<file path="src/rtl/sd_cmd_sequencer.sv">
// SPI-mode SD command sequencer: walks command_store through a CMD_BYTES frame,
// serialises it MSB-first on MOSI, then waits for and captures the R1 response.
module sd_cmd_sequencer #(
  parameter int unsigned CMD_BYTES = 6,
  parameter int unsigned NCR_BITS  = 64
) (
  input  logic        clk,
  input  logic        n_rst,
  input  logic        start,
  input  logic [5:0]  cmd_select_in,
  input  logic [31:0] address_in,
  input  logic        bit_tick,
  input  logic        miso,
  input  logic [7:0]  cmd,
  output logic [5:0]  cmd_select,
  output logic [31:0] address,
  output logic [7:0]  counter,
  output logic        mosi,
  output logic        cs_n,
  output logic        sclk_en,
  output logic        busy,
  output logic        done,
  output logic [7:0]  resp,
  output logic        timeout
);

  localparam int unsigned WW = $clog2(NCR_BITS) + 1;

  typedef enum logic [2:0] {
    IDLE,
    LOAD,
    SHIFT,
    WAIT_RESP,
    READ_RESP,
    DONE
  } state_t;

  state_t          state_q, state_d;
  logic [5:0]      cmd_select_q, cmd_select_d;
  logic [31:0]     address_q, address_d;
  logic [7:0]      counter_q, counter_d;
  logic [7:0]      shreg_q, shreg_d;
  logic [2:0]      bit_cnt_q, bit_cnt_d;
  logic [WW-1:0]   wait_cnt_q, wait_cnt_d;
  logic [7:0]      resp_q, resp_d;
  logic            timeout_q, timeout_d;

  always_ff @(posedge clk or posedge n_rst) begin
    if (n_rst) begin
      state_q      <= IDLE;
      cmd_select_q <= '0;
      address_q    <= '0;
      counter_q    <= '0;
      shreg_q      <= '1;
      bit_cnt_q    <= '0;
      wait_cnt_q   <= '0;
      resp_q       <= '1;
      timeout_q    <= 1'b0;
    end else begin
      state_q      <= state_d;
      cmd_select_q <= cmd_select_d;
      address_q    <= address_d;
      counter_q    <= counter_d;
      shreg_q      <= shreg_d;
      bit_cnt_q    <= bit_cnt_d;
      wait_cnt_q   <= wait_cnt_d;
      resp_q       <= resp_d;
      timeout_q    <= timeout_d;
    end
  end

  always_comb begin
    state_d      = state_q;
    cmd_select_d = cmd_select_q;
    address_d    = address_q;
    counter_d    = counter_q;
    shreg_d      = shreg_q;
    bit_cnt_d    = bit_cnt_q;
    wait_cnt_d   = wait_cnt_q;
    resp_d       = resp_q;
    timeout_d    = timeout_q;
    case (state_q)
      IDLE: begin
        if (start) begin
          cmd_select_d = cmd_select_in;
          address_d    = address_in;
          counter_d    = '0;
          resp_d       = '1;
          timeout_d    = 1'b0;
          state_d      = LOAD;
        end
      end
      LOAD: begin
        shreg_d   = cmd;
        bit_cnt_d = '0;
        state_d   = SHIFT;
      end
      SHIFT: begin
        if (bit_tick) begin
          shreg_d   = {shreg_q[6:0], 1'b1};
          bit_cnt_d = bit_cnt_q + 3'd1;
          if (bit_cnt_q == 3'd7) begin
            if (counter_q == 8'(CMD_BYTES - 1)) begin
              wait_cnt_d = '0;
              state_d    = WAIT_RESP;
            end else begin
              counter_d = counter_q + 8'd1;
              state_d   = LOAD;
            end
          end
        end
      end
      WAIT_RESP: begin
        // The start bit is also the MSB of R1, so it enters the shift register.
        if (bit_tick) begin
          if (!miso) begin
            shreg_d   = {shreg_q[6:0], 1'b0};
            bit_cnt_d = 3'd1;
            state_d   = READ_RESP;
          end else if (wait_cnt_q == WW'(NCR_BITS - 1)) begin
            timeout_d = 1'b1;
            state_d   = DONE;
          end else begin
            wait_cnt_d = wait_cnt_q + 1'b1;
          end
        end
      end
      READ_RESP: begin
        if (bit_tick) begin
          shreg_d   = {shreg_q[6:0], miso};
          bit_cnt_d = bit_cnt_q + 3'd1;
          if (bit_cnt_q == 3'd7) begin
            resp_d  = {shreg_q[6:0], miso};
            state_d = DONE;
          end
        end
      end
      DONE: begin
        counter_d = '0;
        state_d   = IDLE;
      end
      default: state_d = IDLE;
    endcase
  end

  assign cmd_select = cmd_select_q;
  assign address    = address_q;
  assign counter    = counter_q;
  assign resp       = resp_q;
  assign timeout    = timeout_q;
  assign mosi       = (state_q == SHIFT) ? shreg_q[7] : 1'b1;
  assign busy       = (state_q != IDLE) && (state_q != DONE);
  assign cs_n       = !busy;
  assign sclk_en    = busy;
  assign done       = (state_q == DONE);

endmodule

</file>
<file path="config.mk">
export PLATFORM = sky130hd
export DESIGN_NAME = sd_cmd_sequencer
export DESIGN_NICKNAME = d
export VERILOG_FILES = /design/src/rtl/sd_cmd_sequencer.sv
export SDC_FILE = /design/constraint.sdc
export NUM_CORES = 1
export LEC_CHECK = 0
export ABC_AREA = 0
export CAP_MARGIN = 15
export CORE_AREA = 2 2 90 92
export CTS_CLUSTER_DIAMETER = 30
export DETAILED_ROUTE_END_ITERATION = 10
export DIE_AREA = 0 0 92 94
export HOLD_SLACK_MARGIN = 0.08
export PLACE_DENSITY = 0.8
export SLEW_MARGIN = 15
export SYNTH_ARGS = -nofsm -noshare
export SYNTH_HDL_FRONTEND = slang
export SYNTH_SLANG_ARGS = --single-unit
</file>
<file path="constraint.sdc">
create_clock -name clk -period 2.4 [get_ports clk]
set_input_delay 0.24 -clock clk [delete_from_list [all_inputs] [get_ports clk]]
set_output_delay 0.24 -clock clk [all_outputs]
set_load 0.01 [all_outputs]
</file>
* Yosys cells after proc, flatten, opt, wreduce, memory -nomap -nowiden
Index checks and enable logic that the tools add are counted.
** Cells by class
- Divide/modulo/power cells :: 0
- Equal/unequal tests :: 23
- Shifts and indexed selects :: 0
- Magnitude comparators :: 0
- Bitwise operators :: 0
- Mux-type cells :: 41
- Multiply operators :: 0
- Reductions and logical operators :: 19
- $add $sub $neg :: 3
** Operators by type and width (count)
- $mux 8 :: 11
- $mux 7 :: 6
- $mux 3 :: 11
- $pmux 8 s4 :: 1
- $ne 2x2->1 const B :: 12
- $pmux 8 s3 :: 1
- $pmux 8 s2 :: 1
- $pmux 3 s5 :: 1
- $reduce_and 5->1 :: 3
- $pmux 7 s2 :: 1
- $reduce_and 7->1 :: 2
- $eq 3x3->1 const B :: 3
- $pmux 3 s3 :: 1
- $reduce_bool 3->1 :: 3
- $add 8x1->8 const B :: 1
- $eq 8x3->1 const B :: 1
- $reduce_and 4->1 :: 2
- $add 7x1->7 const B :: 1
- $eq 7x6->1 const B :: 1
- $eq 3x2->1 const B :: 2
- $ne 3x3->1 const B :: 2
- $reduce_bool 2->1 :: 3
- $mux 1 :: 5
- $reduce_bool 4->1 :: 1
- other kinds (10) :: 10
** Storage, ports and cells
- Bits in read-only memories :: 0
- Bits in latches :: 0
- Flip-flop bits (word level) :: 76
- Memories :: 0
- Word-level logic and storage cells :: 95
- Input bits :: 51
- Bits in writable memories :: 0
- Output and inout bits :: 60

* Logic depth before layout (Yosys ltp)
- Depth after elaboration :: 5
- Mapped depth :: 8
- Gate-level depth less buffers :: 7

* Least setup slack after synthesis
No wires, ideal clock.
- Path kind :: reg-to-reg
- Start :: reg counter_q[1] (netlist: counter[1])
- End :: reg wait_cnt_q[5]
- Setup time :: 0.069 ns
- Data required time :: 2.331 ns
- Buffers on the path :: 0
- Stages on the path, launching flop included :: 8
- Arrival :: 2.003 ns
- Clock period less this slack :: 2.072 ns
- Path slack :: 0.328 ns
- Cells stage by stage :: dfrtp_1 -> inv_1 -> ha_1 -> nor4b_1 -> nand3_1 -> o32a_4 -> or4_1 -> nand3_1
** On the way
- Longest elaborated chain between the ends :: 3
** RTL lines
- start, declared :: RTL line 41 : logic [7:0] counter_q, counter_d;
- start signal, assigned :: RTL line 63 : counter_q <= counter_d;
- $eq 8x3->1 :: RTL line 103 : if (counter_q == 8'(CMD_BYTES - 1)) begin
- $ne 2x2->1 (no line)
- $reduce_and 7->1 (no line)
- end signal, assigned :: RTL line 66 : wait_cnt_q <= wait_cnt_d;
- end, declared :: RTL line 44 : logic [WW-1:0] wait_cnt_q, wait_cnt_d;
Every way passes these cells.
A chain may end at the register's enable or synchronous reset.

* Worst setup path after layout
- Start :: reg state_q[2]
- End :: out sclk_en
** On the way
- Longest elaborated chain between the ends :: 2
- Elaborated cells on any way between the ends :: 3
- Classes of those cells :: 1 x eq/ne; 2 x reduce/logical
** RTL lines
- start, declared :: RTL line 38 : state_t state_q, state_d;
- start signal, assigned :: RTL line 60 : state_q <= state_d;
- $ne 3x3->1 / $reduce_bool 3->1 (equally long branches) :: RTL line 152 : assign busy = (state_q != IDLE) && (state_q != DONE);
- $logic_and 1x1->1 * :: RTL line 152
- end, declared :: RTL line 20 : output logic sclk_en,
Mark *: on every way between the ends. The rest lies on a longest branch, timed or not.

==> impl_metrics.tcl <==
set metrics [dict create \
    routabilityCongestion 0.892 \
    whs_ps 289 \
    synth_cells 311 \
    coreArea_sq_um 7610 \
    routed-wl-met3_microns 593 \
    p_per_area_nw_per_um2 1220 \
    yosysWarnings 0 \
    fin_crit_ps 2250 \
    crit_type "flop to output port" \
    leakage_nw 2.07 \
    timing.fmax_ghz 0.444 \
    drt_first_pass_iters 4 \
    grt_pass1_wl_microns 13100 \
    grt_pass1_vias 2840 \
    clock_path_buffers 2 \
    routed_wl_microns 7740 \
    dp.cells 519 \
    die_h_microns 94 \
    cts_tree "yes" \
    ir_worst_vdd_mv 0.704 \
    worstMarginPinSlew_ps 564 \
    seq_area_frac_synth_pct 55.5 \
    die_w_microns 92 \
    grt_max_degree 77 \
    io_pins 111 \
    cp.required_ps 2160 \
    hold_viol_final 0 \
    synth_edf_count 0 \
    cts_root_buf "clkbuf_8" \
    clock_skew_ps 11.8 \
    synth_seq_cells 76 \
    hold_path.class "input pin to async pin" \
    syn-num-nets 367 \
    yosys.cell_types.count 43 \
    drc_errors 0 \
    top_layer "met4" \
    cts_buffers 9 \
    worstPathMaxFanout 9 \
    wl_met2_microns 3780 \
    clkLatencyLatePin_ps 350 \
    path_clk_slew_ps 90 \
    cts_sinks 76 \
    track_usage_pct 19.3 \
    path_cells "buf_4 > nor2b_2 > nor3b_1 > buf_4 > inv_1 > clkdlybuf4s50_1" \
    synth.avg_cell_area_sq_um 11.1 \
    end_kind "output port" \
    nets 485 \
    antenna_found_initial 0 \
    drt-met1-wl_microns 3210 \
    h-tree-depth 3 \
    routed_via_density 5.17 \
    post_drt_wl_per_cell_microns 14.4 \
    period_share_pct 93.9 \
    startpoint_type "flop" \
    setup_viol 0 \
    area_growth_pct 44.3 \
    finish.instance_area_sq_um 5000 \
    initial_core_util_pct 45.5 \
    drive_gt1_share_pct 21.9 \
    dpl_cell_area_sq_um 4730 \
    port_buffers 110 \
    rsz0062_at_grt "false" \
    status "complete, no violations" \
    cap_violations 0 \
    relSlewSlack_pct 62.4 \
    drv_slew 0 \
    nFillCells 586 \
    stdcell_count 536 \
    dp_hpwl_microns 5480 \
    rrSetupSlack_ps 280 \
    fin_tns_setup_ps 0 \
    max_stage_delay_ps 530 \
    crit_buf_inv 4 \
    cp_slowest_cell "clkdlybuf4s50_1" \
    ant_nets 0 \
    crit_arrival_ps 2010 \
    drt-initial-drc-count 145 \
    worst_path_most_repeated_cell "buf_4" \
    diodes 0 \
    grt-ovfl-total 0 \
    synth_flop_cell "dfrtp_1" \
    dieArea_sq_um 8650 \
    cp_top_family "buffers and inverters" \
    netlist_area_sq_um 3460 \
    vias 2773 \
    row_count 32 \
    async_flop_share_pct 100 \
]
## layer usage
| metal | GRT usage [%] | vias to the layer above |
|---|---|---|
| li1 | - | 1338 |
| met1 | 23.0 | 1325 |
| met2 | 31.3 | 93 |
| met3 | 7.70 | 17 |
| met4 | 7.71 | 0 |
| met5 | 0 | - |
## flip-flops by register name, summed over array words and instances, names as in the netlist
register and flops:
cmd_select 6, address 32, counter 8, timeout 1, shreg_q 8, resp 8, state_q 3, bit_cnt_q 3
wait_cnt_q 7
## cells in the final DEF (no fill, tap or decap), types with 6 or more instances in the layout
cell and count:
a21oi_1 21, buf_4 12, clkbuf_8 9, clkdlybuf4s50_1 109, dfrtp_1 58, dfstp_2 16
inv_1 8, mux2_2 38, mux2i_1 6, nand2_1 16, nand3_1 9, nor2_1 33
o21ai_0 24
## per-stage QoR
step | total power, mW | util (%) | worst slack (ps)
floorplan | 3.63 | - | 248
global placement | 4.83 | 62.2 | 254
detailed placement | 4.91 | 62.2 | 172
CTS | 6.12 | 65.4 | 20.3
global route | 6.49 | 65.7 | 3.14
finish | 6.08 | 65.7 | 146
## layout make-up
cell class	count	area (sq um)	share of cell area [%]
timing repair buffer	124	1230	24.7
clock inverter	6	113	2.25
sequential	76	1920	38.5
inverter	9	33.8	0.676
multi-input combinational	209	1440	28.8
tap	102	128	2.55
clock buffer	10	128	2.55
## timing repair
action                                  in CTS  in global routing
resized for setup                            2                  4
hold buffers                                 0                  0
endpoints found under the setup margin       1                  5
setup buffers                                0                  1
## final timing paths
check	endpoint	start	cells past startpoint
min in group clk	bit_cnt_q[0]$_DFFE_PP0P_	bit_cnt_q[0]$_DFFE_PP0P_	1
setup / recovery	sclk_en	state_q[2]$_DFFE_PP0P_	6
max in group asynchronous	shreg_q[0]$_DFFE_PP1P_	n_rst	3
hold reg to reg	bit_cnt_q[0]$_DFFE_PP0P_	bit_cnt_q[0]$_DFFE_PP0P_	1
setup reg to reg	wait_cnt_q[5]$_DFFE_PP0P_	counter[1]$_DFFE_PP0P_	7
hold / removal	address[17]$_DFFE_PP0P_	n_rst	3
## Yosys cell counts, drive strengths merged, types with 3 or more instances
master,number,area (sq um)
buf,7,50.1
and3,5,31.3
a21oi,22,114
a31oi,5,31.3
clkbuf,10,37.5
nor2,33,124
nor2b,5,31.3
mux2,38,428
nand3,9,45.0
o31ai,4,30.0
nand2,16,60.1
o21ai,25,125
ha,5,62.6
mux2i,6,60.1
inv,9,33.8
dfrtp,60,1500
nor3,3,15.0
dfstp,16,420
nand2b,5,31.3
## worst min-delay path, stage by stage
cell and delay (ps):
clkdlybuf4s50_1 410, inv_2 70, buf_12 330
## where the power goes
part | total [mW] | internal [mW] | switching [mW]
Combinational | 2.72 | 1.54 | 1.18
Clock | 1.18 | 0.693 | 0.482
Sequential | 2.19 | 1.86 | 0.322
## cell families (layout without fill, tap and decap cells)
group | after synthesis | in the layout | synth area share, %
buffers and inverters | 26 | 149 | 3.50
muxes | 44 | 44 | 14.1
and+or+nand+nor | 91 | 91 | 13.0
xor gates and xnor gates | 1 | 1 | 0.253
adders and majority gates | 5 | 5 | 1.81
DFF | 76 | 76 | 55.5
AOI/OAI and AO/OA | 68 | 68 | 11.9
Power figures use the tool's default switching activity.
